<file path="config.mk">
export PLATFORM = sky130hd
export DESIGN_NAME = cdb_arb
export DESIGN_NICKNAME = d
export VERILOG_FILES = /design/src/rtl/cdb_pkg.sv /design/src/rtl/cdb_fifo.sv /design/src/rtl/cdb_arb.sv
export SDC_FILE = /design/constraint.sdc
export NUM_CORES = 1
export LEC_CHECK = 0
export CAP_MARGIN = 20
export CORE_UTILIZATION = 55
export CTS_CLUSTER_DIAMETER = 120
export DETAILED_ROUTE_END_ITERATION = 6
export GPL_ROUTABILITY_DRIVEN = 1
export PLACE_DENSITY = 0.77
export SYNTH_ARGS = -nofsm -noshare
export SYNTH_HDL_FRONTEND = slang
export SYNTH_HIERARCHICAL = 1
export SYNTH_SLANG_ARGS = --single-unit
export TNS_END_PERCENT = 30
</file>
<file path="constraint.sdc">
create_clock -name clk -period 5.21 [get_ports clk]
set_input_delay 0.7815 -clock clk [delete_from_list [all_inputs] [get_ports clk]]
set_output_delay 0.7815 -clock clk [all_outputs]
set_load 0.02 [all_outputs]
</file>
<file path="src/rtl/cdb_pkg.sv">
// Shared constants and helpers for the common-data-bus arbiter.
package cdb_pkg;

   localparam int RD_W = 5;

   // Round-robin successor of a channel index, wrapping at n.
   function automatic int rr_next(input int idx, input int n);
      return (idx + 1 >= n) ? 0 : idx + 1;
   endfunction

endpackage

</file>
<file path="src/rtl/cdb_fifo.sv">
// Synchronous FIFO holding one execution unit's pending CDB entries.
module cdb_fifo #(
   parameter int WIDTH = 41,
   parameter int DEPTH = 2
) (
   input  logic             clk,
   input  logic             rst,
   input  logic             clr,
   input  logic             push,
   input  logic             pop,
   input  logic [WIDTH-1:0] din,
   output logic             full,
   output logic             empty,
   output logic [WIDTH-1:0] head
);

   localparam int AW = $clog2(DEPTH);
   localparam int CW = AW + 1;

   logic [WIDTH-1:0] mem [DEPTH];
   logic [AW-1:0]    wr_ptr;
   logic [AW-1:0]    rd_ptr;
   logic [CW-1:0]    count;

   always_ff @(posedge clk) begin
      if (!rst || clr) begin
         wr_ptr <= '0;
         rd_ptr <= '0;
         count  <= '0;
      end else begin
         if (push) wr_ptr <= wr_ptr + AW'(1);
         if (pop)  rd_ptr <= rd_ptr + AW'(1);
         case ({push, pop})
            2'b10:   count <= count + CW'(1);
            2'b01:   count <= count - CW'(1);
            default: ;
         endcase
      end
   end

   // NOTE: storage is deliberately not reset; count gates every read, so stale words are never observed.
   always_ff @(posedge clk) begin
      if (push) mem[wr_ptr] <= din;
   end

   assign full  = (count == CW'(DEPTH));
   assign empty = (count == '0);
   assign head  = mem[rd_ptr];

endmodule

</file>
<file path="src/rtl/cdb_arb.sv">
// Round-robin arbiter moving buffered execution-unit results onto NUM_CDB broadcast lanes.
module cdb_arb
   import cdb_pkg::*;
#(
   parameter int N_EXU      = 3,
   parameter int NUM_CDB    = 1,
   parameter int FIFO_DEPTH = 2,
   parameter int TAG_W      = 4,
   parameter int DATA_W     = 32
) (
   input  logic                      clk,
   input  logic                      rst,
   input  logic                      flush,
   input  logic [N_EXU-1:0]          exu_valid,
   output logic [N_EXU-1:0]          exu_ready,
   input  logic [N_EXU*TAG_W-1:0]    exu_tag,
   input  logic [N_EXU*RD_W-1:0]     exu_rd,
   input  logic [N_EXU*DATA_W-1:0]   exu_data,
   output logic [NUM_CDB-1:0]        cdb_valid,
   output logic [NUM_CDB*TAG_W-1:0]  cdb_tag,
   output logic [NUM_CDB*RD_W-1:0]   cdb_rd,
   output logic [NUM_CDB*DATA_W-1:0] cdb_data
);

   localparam int PTR_W = $clog2(N_EXU);

   typedef struct packed {
      logic [TAG_W-1:0]  tag;
      logic [RD_W-1:0]   rd;
      logic [DATA_W-1:0] data;
   } cdb_entry_t;

   localparam int ENTRY_W = $bits(cdb_entry_t);

   cdb_entry_t         heads [N_EXU];
   logic [N_EXU-1:0]   full;
   logic [N_EXU-1:0]   empty;
   logic [N_EXU-1:0]   push;
   logic [N_EXU-1:0]   pop;
   logic [PTR_W-1:0]   rr_ptr;
   logic [PTR_W-1:0]   rr_new;
   logic [NUM_CDB-1:0] lane_gnt;
   logic [PTR_W-1:0]   lane_src [NUM_CDB];

   // Ready is masked by reset only; it never looks at this cycle's pops.
   assign exu_ready = rst ? ~full : '0;
   assign push      = exu_valid & exu_ready & {N_EXU{~flush}};

   for (genvar g = 0; g < N_EXU; g++) begin : g_ch
      cdb_entry_t din;
      assign din = {exu_tag[g*TAG_W +: TAG_W], exu_rd[g*RD_W +: RD_W], exu_data[g*DATA_W +: DATA_W]};

      cdb_fifo #(.WIDTH(ENTRY_W), .DEPTH(FIFO_DEPTH)) u_fifo (
         .clk   (clk),
         .rst   (rst),
         .clr   (flush),
         .push  (push[g]),
         .pop   (pop[g]),
         .din   (din),
         .full  (full[g]),
         .empty (empty[g]),
         .head  (heads[g])
      );
   end

   // Each lane in turn takes the first untaken non-empty channel in scan order from rr_ptr.
   always_comb begin
      logic [N_EXU-1:0] avail;
      logic [PTR_W-1:0] ch;
      int               chi;
      // NOTE: every output gets a default before the loops, so no path leaves a latch behind.
      avail  = ~empty;
      pop    = '0;
      lane_gnt = '0;
      rr_new = rr_ptr;
      for (int k = 0; k < NUM_CDB; k++) lane_src[k] = '0;
      for (int k = 0; k < NUM_CDB; k++) begin
         for (int j = 0; j < N_EXU; j++) begin
            chi = int'(rr_ptr) + j;
            if (chi >= N_EXU) chi = chi - N_EXU;
            ch = PTR_W'(chi);
            if (!lane_gnt[k] && avail[ch]) begin
               lane_gnt[k] = 1'b1;
               lane_src[k] = ch;
               avail[ch]   = 1'b0;
               pop[ch]     = 1'b1;
               rr_new      = PTR_W'(rr_next(chi, N_EXU));
            end
         end
      end
   end

   always_ff @(posedge clk) begin
      if (!rst) begin
         rr_ptr    <= '0;
         cdb_valid <= '0;
         cdb_tag   <= '0;
         cdb_rd    <= '0;
         cdb_data  <= '0;
      end else if (flush) begin
         rr_ptr    <= '0;
         cdb_valid <= '0;
      end else begin
         rr_ptr <= rr_new;
         for (int k = 0; k < NUM_CDB; k++) begin
            cdb_valid[k] <= lane_gnt[k];
            // Idle lanes keep their last payload; only valid drops.
            if (lane_gnt[k]) begin
               cdb_tag[k*TAG_W +: TAG_W]    <= heads[lane_src[k]].tag;
               cdb_rd[k*RD_W +: RD_W]       <= heads[lane_src[k]].rd;
               cdb_data[k*DATA_W +: DATA_W] <= heads[lane_src[k]].data;
            end
         end
      end
   end

endmodule
</file>
==> flow_summary.json <==
{
  "antenna_found_initial": 0,
  "grt_max_degree": 86,
  "period_minus_slack_ns": 3.30,
  "post_cts_buffers": 0,
  "critical_path_arrival_ns": 3.75,
  "rsz0062_at_grt": "false",
  "switching_share_pct": 20.9,
  "die_area_sq_mm": 0.0234,
  "period_share_pct": 63.3,
  "finalMaxSlewViolations": 0,
  "drt_iter0_drc": 691,
  "p_sw_w": 0.00115,
  "io_buffer_count": 173,
  "final_cells": 1321,
  "cts_resized": 0,
  "fin_worst_skew_ns": 0.0127,
  "maxCapViolCount": 0,
  "power.density_mw_per_mm2": 350,
  "start_kind": "flip-flop",
  "status": "completed",
  "intPower_w": 0.00435,
  "wl_per_cell_um": 21.8,
  "synth-main-ff-cell": "edfxtp_1",
  "p_clk_share_pct": 41.9,
  "synth_edf_count": 246,
  "avgViaCountPerCell": 5.94,
  "netlist_instances": 855,
  "dr.pass1.iters": 5,
  "path_cells": "inv_1 > ha_1 > mux2i_1 > a22o_1 > o21bai_4 > o41ai_4 > buf_4 > nand2_1 > a211oi_1",
  "synth_fp_nets": 991,
  "fmax_mhz": 303,
  "seq_power_share_pct": 49.6,
  "cts_buffers": 30,
  "place_hpwl_um": 17900,
  "crit_required_ns": 5.66,
  "max_stage_delay_ns": 0.77,
  "synthArstFlopShare_pct": 0,
  "grt_usage_pct": 25.0,
  "cts_hold_buf": 0,
  "cts_tree": "yes",
  "yosys_warnings": 6,
  "antennaDiodeCount": 0,
  "grt_overflow": 0,
  "holdCritPathClass": "reg2reg",
  "ant_nets": 0,
  "ios": 174,
  "cts_root_buffer": "clkbuf_16",
  "vias": 7845,
  "cp-end-kind": "flip-flop",
  "drc": 0,
  "num_rows": 54,
  "start_util_pct": 56.8,
  "die_h_um": 153,
  "cts.sinks": 305,
  "globalplace.congestion": 0.898,
  "fp.dieW_um": 153,
  "finalHoldViolCount": 0,
  "finalSetupViolCount": 0,
  "cts_buffer_depth": 3,
  "slowest_stage": "o41ai_4",
  "grt_first_pass_wirelength_um": 44700,
  "syn_avg_cell_area_sq_um": 14.7,
  "clk-insertion-delay-late_ns": 0.55,
  "drive_gt1_share_pct": 20.2,
  "fillers": 1434,
  "setup_tns_ns": 0,
  "synth-seq-cells": 305,
  "core_area_sq_mm": 0.0221,
  "relSlewSlack_pct": 26.8,
  "worstPathMaxFanout": 31,
  "p_comb_share_pct": 8.4,
  "tightest_slew_ns": 1.10,
  "vdd_ir_drop_max_v": 0.000287,
  "cts.reportedPaths.clkPinSlew_ns": 0.06,
  "yosysSeqAreaShare_pct": 68.2,
  "nNetsFinal": 1153,
  "routed_wl_um": 28700,
  "htreeDepth": 1,
  "first_global_vias": 8071,
  "synth_cell_type_count": 48,
  "dp.cells": 1261,
  "p_leak_nw": 5.09,
  "syn-cell-area_sq_mm": 0.0126,
  "area_growth_pct": 25.0,
  "critical_path_class": "reg2reg"
}
## sequential cells by signal, summed over array words and instances, names as in the netlist, named ones only
| register | flops |
|---|---|
| g_ch.u_fifo/mem | 246 |
| cdb_data | 32 |
| g_ch.u_fifo/count | 6 |
| cdb_rd | 5 |
| cdb_tag | 4 |
| g_ch.u_fifo/rd_ptr | 3 |
| g_ch.u_fifo/wr_ptr | 3 |
| rr_ptr | 2 |
| cdb_valid | 1 |
## cells in the mapped netlist, types with 5 or more instances
master,number,area [sq um]
edfxtp_1,246,7390
mux2_2,125,1410
dfxtp_1,59,1180
nand2b_1,47,294
nand2_1,45,169
a211oi_1,43,323
a31oi_1,42,263
nor3_1,42,210
o211ai_1,42,315
clkbuf_1,31,116
nor2_1,23,86.3
buf_2,19,95.1
inv_1,9,33.8
xnor2_1,9,78.8
a21oi_1,7,35.0
ha_1,7,87.6
o21ai_0,5,25.0
## layout by cell type (no fill, tap or decap), drive strengths merged, types with 3 or more instances in the layout
master         instances
a211oi                43
nand3                  3
a31oi                 42
nor2b                  5
a21oi                  7
nor3                  42
clkdlybuf4s50        171
ha                     7
and2                   3
mux2i                  3
and2b                  3
clkbuf                42
xnor2                  9
nor2                  23
nand2                 45
mux2                 125
nand2b                47
clkinv                 7
xor2                   3
o211ai                42
o21ai                  6
or3                    3
nor3b                  4
inv                    9
edfxtp               246
dfxtp                 59
bufinv                 6
buf                   16
## area by class of cell
| class | count | area (sq um) | share of cell area (%) |
|---|---|---|---|
| clock inverters | 14 | 230 | 1.47 |
| multi-input cells | 484 | 3750 | 23.9 |
| flip-flops and latches | 305 | 8570 | 54.6 |
| inverters | 9 | 33.8 | 0.215 |
| clock buffers | 42 | 846 | 5.39 |
| repair buffers | 187 | 1910 | 12.2 |
| well taps | 280 | 350 | 2.23 |
## cell families (layout without fill, tap and decap cells)
family                   count (synthesis)  count (layout)  synth area share, %
AND/OR/NAND/NOR                        185             185                 7.60
buffers and inverters                   66             252                 2.43
AO/OA/AOI/OAI                          152             152                 8.73
multiplexers                           128             128                 11.5
XOR/XNOR                                12              12                0.837
flip-flops                             305             305                 68.2
adder cells (fa/ha/maj)                  7               7                0.698
## per-layer routing
metal	GRT usage (%)	part of all wire (%)	vias to the layer above
li1	-	-	3605
met1	34.0	41	3872
met2	41.6	50	325
met3	3.18	6.8	43
met4	8.51	2.4	0
met5	0	0	-
## worst paths after layout
check                           from                       to  slack [ns]  cells past startpoint
max                        rr_ptr[0]             cdb_data[23]        1.91                      9
max reg2reg                rr_ptr[0]             cdb_data[23]        1.91                      9
min          g_ch[2].u_fifo/count[1]  g_ch[2].u_fifo/count[1]        0.51                      2
min reg2reg  g_ch[2].u_fifo/count[1]  g_ch[2].u_fifo/count[1]        0.51                      2
## power groups by stage
| stage | sequential, W | combinational [W] | clock, W |
|---|---|---|---|
| floorplan | 0.00279 | 0.000197 | 0 |
| global placement | 0.00278 | 0.000441 | 0 |
| detailed placement | 0.00278 | 0.000448 | 0 |
| CTS | 0.00273 | 0.000451 | 0.00233 |
| global route | 0.00273 | 0.000493 | 0.00243 |
| finish | 0.00273 | 0.000462 | 0.00231 |
## worst max-delay path, delay by kind of cell (launching register included)
family | cells | cell delay [ns]
AO/OA/AOI/OAI | 4 | 1.52
buffers and inverters | 2 | 0.60
adder cells (fa/ha/maj) | 1 | 0.34
flip-flops | 1 | 0.39
multiplexers | 1 | 0.18
AND/OR/NAND/NOR | 1 | 0.15
## through the flow
step	utilization [%]	instance area, sq um	hold slack, ns	total power (W)	setup slack [ns]
final	71.0	15700	0.505	0.00550	1.91
after global routing	71.0	15700	0.530	0.00566	1.78
after CTS	70.6	15600	0.504	0.00552	1.80
after detailed placement	65.7	14500	0.490	0.00323	1.49
after global placement	65.6	14500	0.482	0.00322	1.68
after floorplan	-	12600	0.467	0.00299	1.21
(Power assumes the default switching activity.)
